===== src/rtl/raster_pkg.sv =====
// Raster geometry shared by the coordinate distributor and the pixel collector.
package raster_pkg;

  localparam int RASTER_PIXEL_DATA_WIDTH = 10;
  localparam int RASTER_SCREEN_WIDTH     = 640;
  localparam int RASTER_SCREEN_HEIGHT    = 480;

  typedef struct packed {
    logic [RASTER_PIXEL_DATA_WIDTH-1:0] y;
    logic [RASTER_PIXEL_DATA_WIDTH-1:0] x;
  } coord_t;

  // Compared in 32 bits so a dimension equal to 2**width still decodes correctly.
  function automatic logic is_last(input int unsigned v, input int unsigned n);
    return v == n - 1;
  endfunction

endpackage


===== src/rtl/raster_counter.sv =====
// Raster x/y position counter: advances on i_en, wraps at the screen edges,
// decodes start-of-frame and end-of-line.
module raster_counter
  import raster_pkg::*;
#(
  parameter int W             = RASTER_PIXEL_DATA_WIDTH,
  parameter int SCREEN_WIDTH  = RASTER_SCREEN_WIDTH,
  parameter int SCREEN_HEIGHT = RASTER_SCREEN_HEIGHT
) (
  input  logic i_clk,
  input  logic i_rst,
  input  logic i_en,
  output logic o_sof,
  output logic o_eol
);

  if (SCREEN_WIDTH > 2**W || SCREEN_HEIGHT > 2**W) begin : g_dim_check
    $error("raster_counter: screen dimensions do not fit the counter width");
  end

  logic [W-1:0] r_x;
  logic [W-1:0] r_y;
  logic         w_x_last;
  logic         w_y_last;

  assign w_x_last = is_last(32'(r_x), SCREEN_WIDTH);
  assign w_y_last = is_last(32'(r_y), SCREEN_HEIGHT);

  always_ff @(posedge i_clk or posedge i_rst) begin
    if (i_rst) begin
      r_x <= '0;
      r_y <= '0;
    end else if (i_en) begin
      if (w_x_last) begin
        r_x <= '0;
        r_y <= w_y_last ? '0 : r_y + 1'b1;
      end else begin
        r_x <= r_x + 1'b1;
      end
    end
  end

  assign o_sof = (r_x == '0) && (r_y == '0);
  assign o_eol = w_x_last;

endmodule


===== src/rtl/pixel_collector.sv =====
// Collects one result per engine for each raster batch and streams them in order.
// Define PIXEL_COLLECTOR_DOUBLE_BUFFER_EN for two batch banks (capture while draining).
module pixel_collector
  import raster_pkg::*;
#(
  parameter int PIXEL_DATA_WIDTH = RASTER_PIXEL_DATA_WIDTH,
  parameter int DATA_WIDTH       = 8,
  parameter int SCREEN_WIDTH     = RASTER_SCREEN_WIDTH,
  parameter int SCREEN_HEIGHT    = RASTER_SCREEN_HEIGHT,
  parameter int NUM_ENGINES      = 6
) (
  input  logic                   clk,
  input  logic                   reset,
  input  logic [NUM_ENGINES-1:0] done,
  input  logic [DATA_WIDTH-1:0]  result [NUM_ENGINES],
  output logic                   fin_flag,
  output logic                   out_valid,
  input  logic                   out_ready,
  output logic [DATA_WIDTH-1:0]  out_data,
  output logic                   out_sof,
  output logic                   out_eol
);

  localparam int LANE_W = (NUM_ENGINES > 1) ? $clog2(NUM_ENGINES) : 1;

  typedef enum logic {COLLECT, DRAIN} state_t;

  state_t                r_state;
  state_t                w_state_nxt;
  logic [LANE_W-1:0]     r_lane;
  logic [LANE_W-1:0]     w_lane_nxt;
  logic                  r_fin;
  logic                  w_capture;
  logic                  w_beat;
  logic                  w_last;
  logic                  w_can_capture;
  logic                  w_any_full_nxt;
  logic [DATA_WIDTH-1:0] w_rd_data;
  logic                  w_sof;
  logic                  w_eol;

  // fin_flag masks done so engines releasing done cannot trigger a second capture.
  assign w_beat    = (r_state == DRAIN) && out_ready;
  assign w_last    = w_beat && (r_lane == LANE_W'(NUM_ENGINES - 1));
  assign w_capture = (&done) && !r_fin && w_can_capture;

`ifdef PIXEL_COLLECTOR_DOUBLE_BUFFER_EN
  logic [DATA_WIDTH-1:0] r_buf [2][NUM_ENGINES];
  logic [1:0]            r_full;
  logic [1:0]            w_full_nxt;
  logic                  r_wr_bank;
  logic                  r_rd_bank;

  assign w_can_capture = !r_full[r_wr_bank];
  assign w_rd_data     = r_buf[r_rd_bank][r_lane];

  always_comb begin
    w_full_nxt = r_full;
    if (w_last)    w_full_nxt[r_rd_bank] = 1'b0;
    if (w_capture) w_full_nxt[r_wr_bank] = 1'b1;
  end

  assign w_any_full_nxt = |w_full_nxt;

  always_ff @(posedge clk or posedge reset) begin
    if (reset) begin
      r_full    <= '0;
      r_wr_bank <= 1'b0;
      r_rd_bank <= 1'b0;
    end else begin
      r_full <= w_full_nxt;
      if (w_capture) r_wr_bank <= ~r_wr_bank;
      if (w_last)    r_rd_bank <= ~r_rd_bank;
    end
  end

  always_ff @(posedge clk) begin
    if (w_capture) begin
      for (int i = 0; i < NUM_ENGINES; i++) r_buf[r_wr_bank][i] <= result[i];
    end
  end
`else
  logic [DATA_WIDTH-1:0] r_buf [NUM_ENGINES];

  assign w_can_capture  = (r_state == COLLECT);
  assign w_rd_data      = r_buf[r_lane];
  assign w_any_full_nxt = w_capture || ((r_state == DRAIN) && !w_last);

  always_ff @(posedge clk) begin
    if (w_capture) begin
      for (int i = 0; i < NUM_ENGINES; i++) r_buf[i] <= result[i];
    end
  end
`endif

  always_comb begin
    w_state_nxt = r_state;
    w_lane_nxt  = r_lane;
    case (r_state)
      COLLECT: begin
        if (w_capture) begin
          w_state_nxt = DRAIN;
          w_lane_nxt  = '0;
        end
      end
      DRAIN: begin
        if (w_beat) w_lane_nxt = w_last ? '0 : r_lane + 1'b1;
        if (!w_any_full_nxt) w_state_nxt = COLLECT;
      end
      default: w_state_nxt = COLLECT;
    endcase
  end

  always_ff @(posedge clk or posedge reset) begin
    if (reset) begin
      r_state <= COLLECT;
      r_lane  <= '0;
      r_fin   <= 1'b0;
    end else begin
      r_state <= w_state_nxt;
      r_lane  <= w_lane_nxt;
      r_fin   <= w_capture;
    end
  end

  raster_counter #(
    .W             (PIXEL_DATA_WIDTH),
    .SCREEN_WIDTH  (SCREEN_WIDTH),
    .SCREEN_HEIGHT (SCREEN_HEIGHT)
  ) u_raster (
    .i_clk (clk),
    .i_rst (reset),
    .i_en  (w_beat),
    .o_sof (w_sof),
    .o_eol (w_eol)
  );

  // Data is gated by valid so stale buffer contents never appear after reset.
  assign fin_flag  = r_fin;
  assign out_valid = (r_state == DRAIN);
  assign out_data  = out_valid ? w_rd_data : '0;
  assign out_sof   = out_valid && w_sof;
  assign out_eol   = out_valid && w_eol;

endmodule

===== config.mk =====
export PLATFORM = sky130hd
export DESIGN_NAME = pixel_collector
export DESIGN_NICKNAME = d
export VERILOG_FILES = /design/src/rtl/raster_pkg.sv /design/src/rtl/raster_counter.sv /design/src/rtl/pixel_collector.sv
export SDC_FILE = /design/constraint.sdc
export NUM_CORES = 1
export LEC_CHECK = 0
export ABC_AREA = 1
export ABC_CLOCK_PERIOD_IN_PS = 2900
export BUFFER_PORTS_ARGS = -buffer_cell sky130_fd_sc_hd__buf_4
export CAP_MARGIN = 20
export CORE_MARGIN = 4
export CORE_UTILIZATION = 60
export DETAILED_ROUTE_END_ITERATION = 6
export GPL_TIMING_DRIVEN = 0
export PLACE_DENSITY_LB_ADDON = 0.15
export SLEW_MARGIN = 10
export SYNTH_ARGS = -nofsm -noshare
export SYNTH_HDL_FRONTEND = slang
export SYNTH_SLANG_ARGS = --single-unit

===== constraint.sdc =====
create_clock -name clk -period 2.9 [get_ports clk]
set_input_delay 0.29 -clock clk [delete_from_list [all_inputs] [get_ports clk]]
set_output_delay 0.29 -clock clk [all_outputs]
set_load 0.01 [all_outputs]

[Yosys cells after proc, flatten, opt, wreduce, memory -nomap -nowiden]
Memories as Yosys holds them, arrays and structs flattened.
Index checks and enable logic that the tools add are counted.
Operators by class
  shift-type cells: 0
  muxes and demuxes: 11
  divide/modulo/power cells: 0
  $lt $le $gt $ge: 0
  $add $sub $neg: 3
  reductions and logical operators: 16
  bitwise operators: 1
  equal/unequal tests: 5
  multipliers: 0
Operators by type and width (number)
  adder 10 x 1 -> 10 bit (second input constant): 2
  logical NOT 10 bit: 2
  two-way mux 10 bit: 2
  equality test 10 bit (second input constant): 1
  equality test 10 x 9 -> 1 bit (second input constant): 1
  two-way mux 3 bit: 3
  logical AND 1 bit: 8
  two-way mux 8 bit: 1
  case mux 3 bit (2 select lines): 1
  AND reduction 6 bit: 1
  AND reduction 2 bit: 2
  adder 3 x 1 -> 3 bit (second input constant): 1
  equality test 3 bit (second input constant): 1
  two-way mux 1 bit: 3
  logical NOT 1 bit: 2
  inequality test 2 x 1 -> 1 bit (second input constant): 1
  inequality test 2 bit (second input constant): 1
  case mux 1 bit (2 select lines): 1
  logical OR 1 bit: 1
  inverter 1 bit: 1
Storage, ports and cells
  register bits after elaboration: 25
  output and inout bits: 12
  memory bits (writable): 48
  word-level logic and storage cells: 42
  ROM bits: 0
  memories: 1
  bits of input ports: 57
  bits in latches: 0
Memory list
  r_buf: depth 6, width 8, rd ports 1, clocked after Yosys merged registers in 0, wr ports 6, RTL line pixel_collector.sv:83  | logic [DATA_WIDTH-1:0] r_buf [NUM_ENGINES];

[Depth between registers and ports, before layout]
  depth after elaboration: 7
  depth in mapped cells: 9
  gate-level depth less buffers: 8

[Cells and area by module]
A second synthesis with hierarchy kept.
Unflattened totals
  cells, all modules: 406
  area total of the unflattened synthesis: 3659.8 sq um
By module, submodules not included
  pixel_collector: times used 1, area each 2356.0 sq um, cells each 224
  raster_counter: times used 1, area each 1303.8 sq um, cells each 182

[Least setup slack after synthesis]
No wires, ideal clock.
  path type: register to register
  from: register r_state, in the netlist out_valid
  to: memory r_buf[0][0] (enable)
  period minus slack after synthesis: 2.044 ns
  data required time: 2.497 ns
  arrival time: 1.641 ns
  setup time: 0.403 ns
  setup slack: 0.856 ns
  stages on the path, launching flop included: 4
  buffers on the path: 0
  cells stage by stage: dfrtp_1 -> nor2_1 -> nand3_1 -> inv_1
RTL lines
  start, declared: RTL line pixel_collector.sv:28  | state_t r_state;
  start signal, assigned: RTL line pixel_collector.sv:120  | r_state <= w_state_nxt;
  end, declared: RTL line pixel_collector.sv:83

[Worst setup path in the final report]
  from: register r_lane[1]
  to: output out_data[4]
Between the ends
  cells in the longest elaborated chain, start to end: 2
RTL lines
  start, declared: RTL line pixel_collector.sv:30  | logic [LANE_W-1:0] r_lane;
  start signal, assigned: RTL line pixel_collector.sv:121  | r_lane <= w_lane_nxt;
  memory read (6 x 8 bit)
  two-way mux 8 bit: RTL line pixel_collector.sv:141  | assign out_data = out_valid ? w_rd_data : '0;
  end, declared: RTL line pixel_collector.sv:19  | output logic [DATA_WIDTH-1:0] out_data,
No other way between the ends.

==> metrics.md <==
| Metric | Value |
|---|---|
| Syn_area_per_cell | `9.01 sq um` |
| Clock Tree Buf Depth | `2` |
| Final WL | `7.47 mm` |
| Sink Count | `73` |
| Synth Area in XOR/XNOR | `0.0144` |
| Total global-route track usage | `0.222` |
| CTS buffer count | `9` |
| Post-CTS sizing | `0` |
| Endpoint class of the critical path | `primary output` |
| Slew margin rel. | `0.626` |
| Crit Path Class | `register to primary output` |
| Synth Area in Adders | `0.0205` |
| Worst EP arrival | `1.79 ns` |
| Power, Total | `3.08 mW` |
| Antenna Cells | `0` |
| P&R area growth vs syn | `23.3%` |
| Min-Delay Path Class | `input pin to register` |
| Synthesized net count | `469` |
| Effective utilization at floorplan | `0.618` |
| Cell Area, Synth | `3660 sq um` |
| Detail Placement HPWL | `5.50 mm` |
| Number of remaining DRC errors | `0` |
| Max Cap Viol | `0` |
| Setup TNS | `0 ns` |
| Hold path depth | `1` |
| Clock Skew | `0.0132 ns` |
| Mux cell area share after synthesis | `0` |
| PD cells | `682 nW/um^2` |
| Worst-Margin Slew | `0.561 ns` |
| CTS tree | `done` |
| Final Max Tran Viols | `0` |
| GPL Wtd Cong | `0.801` |
| Synth Area in Compound Gates | `0.0386` |
| Number of global-route vias before repair | `2970` |
| I/O Pins | `69` |
| Static Leak | `2.16 nW` |
| Die Ht | `86.1 microns` |
| Worst R2R Path Depth | `4` |
| Count of state elements after synthesis | `73` |
| RSZ-0062 raised after global routing | `false` |
| Vias post-DR | `2832` |
| Synth Area in Simple Gates | `0.274` |
| DR WL/cell | `13.2 microns` |
| WHS | `0.106 ns` |
| Post-layout min period | `2.08 ns` |
| Status | `finished, final reports clean` |
| First-pass GRT wire length | `12.7 mm` |
| Row cnt | `28` |
| Peak supply drop | `0.000406 V` |
| Drt first pass iters | `4` |
| Req. time, crit path | `2.61 ns` |
| Share of layout cells above drive strength 1 | `0.242` |
| DR iter-0 viols | `128` |
| Cell count after synthesis | `406` |
| Post-route ant nets | `0` |
| Final setup vio count | `0` |
| Final Hold Vio Count | `0` |
| CTS root buffer | `clkbuf_8` |
| Distinct cells, synth | `31` |
| Largest net degree at the start of global routing | `26` |
| Initial antenna violation count | `0` |
| Startpoint Class | `register` |
| Number of fill cells in the layout | `415` |
| Die Wd | `86.1 microns` |
| Period utilization | `0.717` |
| Yosys warning total | `0` |
| Clock-pin slew on the worst setup and hold paths | `0.08 ns` |
| Worst Path Max Fanout | `10` |
| H-tree lvl count | `3` |
| Vias/cell | `4.99` |
| Main combinational cell family by area after synthesis | `simple AND/OR/NAND/NOR gates` |
| Port Buffers | `68` |
| Final #Nets | `551` |
| Die ar. | `7410 sq um` |
| Seq/Total Area, Yosys | `0.565` |
| Grt ovf | `0` |
| Core Footprint | `5920 sq um` |
| Clock latency on the worst-skew pair | `0.36 ns` |
| Max Fclk | `481 MHz` |
## final cells by class
type	instances	area [sq um]	area share
Clock inverter	6	58.8	0.0130
Clock buffer	9	124	0.0275
Sequential cell	73	2070	0.458
Multi-Input combinational cell	258	1270	0.282
Buffer	11	77.6	0.0172
Inverter	64	244	0.0541
Tap cell	75	93.8	0.0208
Timing Repair Buffer	71	576	0.128
## flip-flops by register name (all words and copies together), names as in the netlist
name,count
fin_flag,1
out_valid,1
r_buf,48
r_lane,3
u_raster.r_x,10
u_raster.r_y,10
## worst max-delay path: stages (launching register included)
cell     delay, ns
dfrtp_1       0.40
buf_4         0.17
buf_2         0.19
nand2_1       0.08
nand3_1       0.10
nand2_1       0.09
nand2_1       0.05
a21oi_1       0.19
buf_4         0.16
## cell families (layout without fill, tap and decap cells)
family,count (synthesis),in the layout
and+or+nand+nor,218,218
xor gates and xnor gates,6,6
buffers and inverters,75,161
DFF,73,73
AOI/OAI and AO/OA,28,28
adders and majority gates,6,6
## report_power, final
group / internal [mW] / total (mW) / switching [mW]
logic: 0.414 / 1.02 / 0.610
clock network: 0.388 / 0.769 / 0.381
registers: 1.20 / 1.29 / 0.0880
total: 2.00 / 3.08 / 1.08
## routing by layer
layer  global-route usage  wire length (microns)  vias up
met4               0.0950                    142        0
met3               0.0567                    324       14
li1                     -                      -     1455
met2                0.399                   4070       65
met5                    0                      0        -
met1                0.246                   2940     1298
## path summary, 6_finish.rpt
kind / end / slack (ns) / start
max: out_data[4] / 0.82 / r_lane[1]
min: r_buf[0][7] / 0.11 / result[47]
max reg2reg: r_buf[2][5] / 1.19 / out_valid
min reg2reg: u_raster.r_x[4] / 0.56 / u_raster.r_x[4]
max in group asynchronous: r_lane[0] / 2.00 / reset
min in group asynchronous: u_raster.r_y[7] / 0.47 / reset
## metrics by stage
step	cells	area, sq um	utilization	setup WS, ns
final	567	4510	0.762	0.822
after floorplan	406	3660	-	0.856
after global routing	567	4510	0.762	0.713
after CTS	565	4470	0.756	0.825
after detailed placement	550	4290	0.725	1.20
after global placement	549	4260	0.720	0.574
## cells in the final DEF, fill, tap and decap left out, types with 2 or more instances in the layout
cell type  synthesis  routed
a21oi_1            8       8
buf_16             0       2
buf_2              5       5
buf_4              4      72
buf_6              2       2
clkbuf_8           0       9
clkinv_1           0       2
clkinv_2           1       2
dfrtp_1           25      25
edfxtp_1          48      48
ha_1               6       6
inv_1             55      54
inv_2              7       8
nand2_1          113     113
nand2_2            3       3
nand3_1           34      34
nand3_2            2       2
nand3_4            2       2
nand3b_1           4       4
nand4_1            2       2
nor2_1            45      45
nor2_4             4       4
nor3_1             3       3
nor4_1             2       2
o21ai_0           14      14
o21ai_1            5       5
xnor2_1            2       2
xor2_1             4       4
## what timing repair did
item                                   CTS  global route
buffers inserted                         0             0
hold buffers                             0             1
endpoints found under the hold margin    0             6
## synthesized netlist by cell type
| library cell | instances | share of area |
|---|---|---|
| o21ai_0 | 14 | 0.019 |
| nand3b_1 | 4 | 0.0082 |
| xnor2_1 | 2 | 0.0048 |
| nor2_1 | 45 | 0.046 |
| inv_4 | 1 | 0.0017 |
| nor4_1 | 2 | 0.0034 |
| nor3_1 | 3 | 0.0041 |
| nand4_2 | 1 | 0.0034 |
| buf_2 | 5 | 0.0068 |
| nor2_2 | 1 | 0.0017 |
| o21ai_1 | 5 | 0.0068 |
| nor2_4 | 4 | 0.012 |
| a31oi_1 | 1 | 0.0017 |
| nand3_4 | 2 | 0.0096 |
| nor2_8 | 1 | 0.0055 |
| nand2_1 | 113 | 0.12 |
| clkinv_2 | 1 | 0.0014 |
| nand4_1 | 2 | 0.0034 |
| nand3_1 | 34 | 0.046 |
| dfrtp_1 | 25 | 0.17 |
| nand3_2 | 2 | 0.0055 |
| ha_1 | 6 | 0.021 |
| edfxtp_1 | 48 | 0.39 |
| nand2_4 | 1 | 0.0031 |
| xor2_1 | 4 | 0.0096 |
| inv_2 | 7 | 0.0072 |
| buf_4 | 4 | 0.0082 |
| a21oi_1 | 8 | 0.011 |
| nand2_2 | 3 | 0.0051 |
| inv_1 | 55 | 0.056 |
| buf_6 | 2 | 0.0062 |
Note: power is estimated with default switching activity, not from simulation.
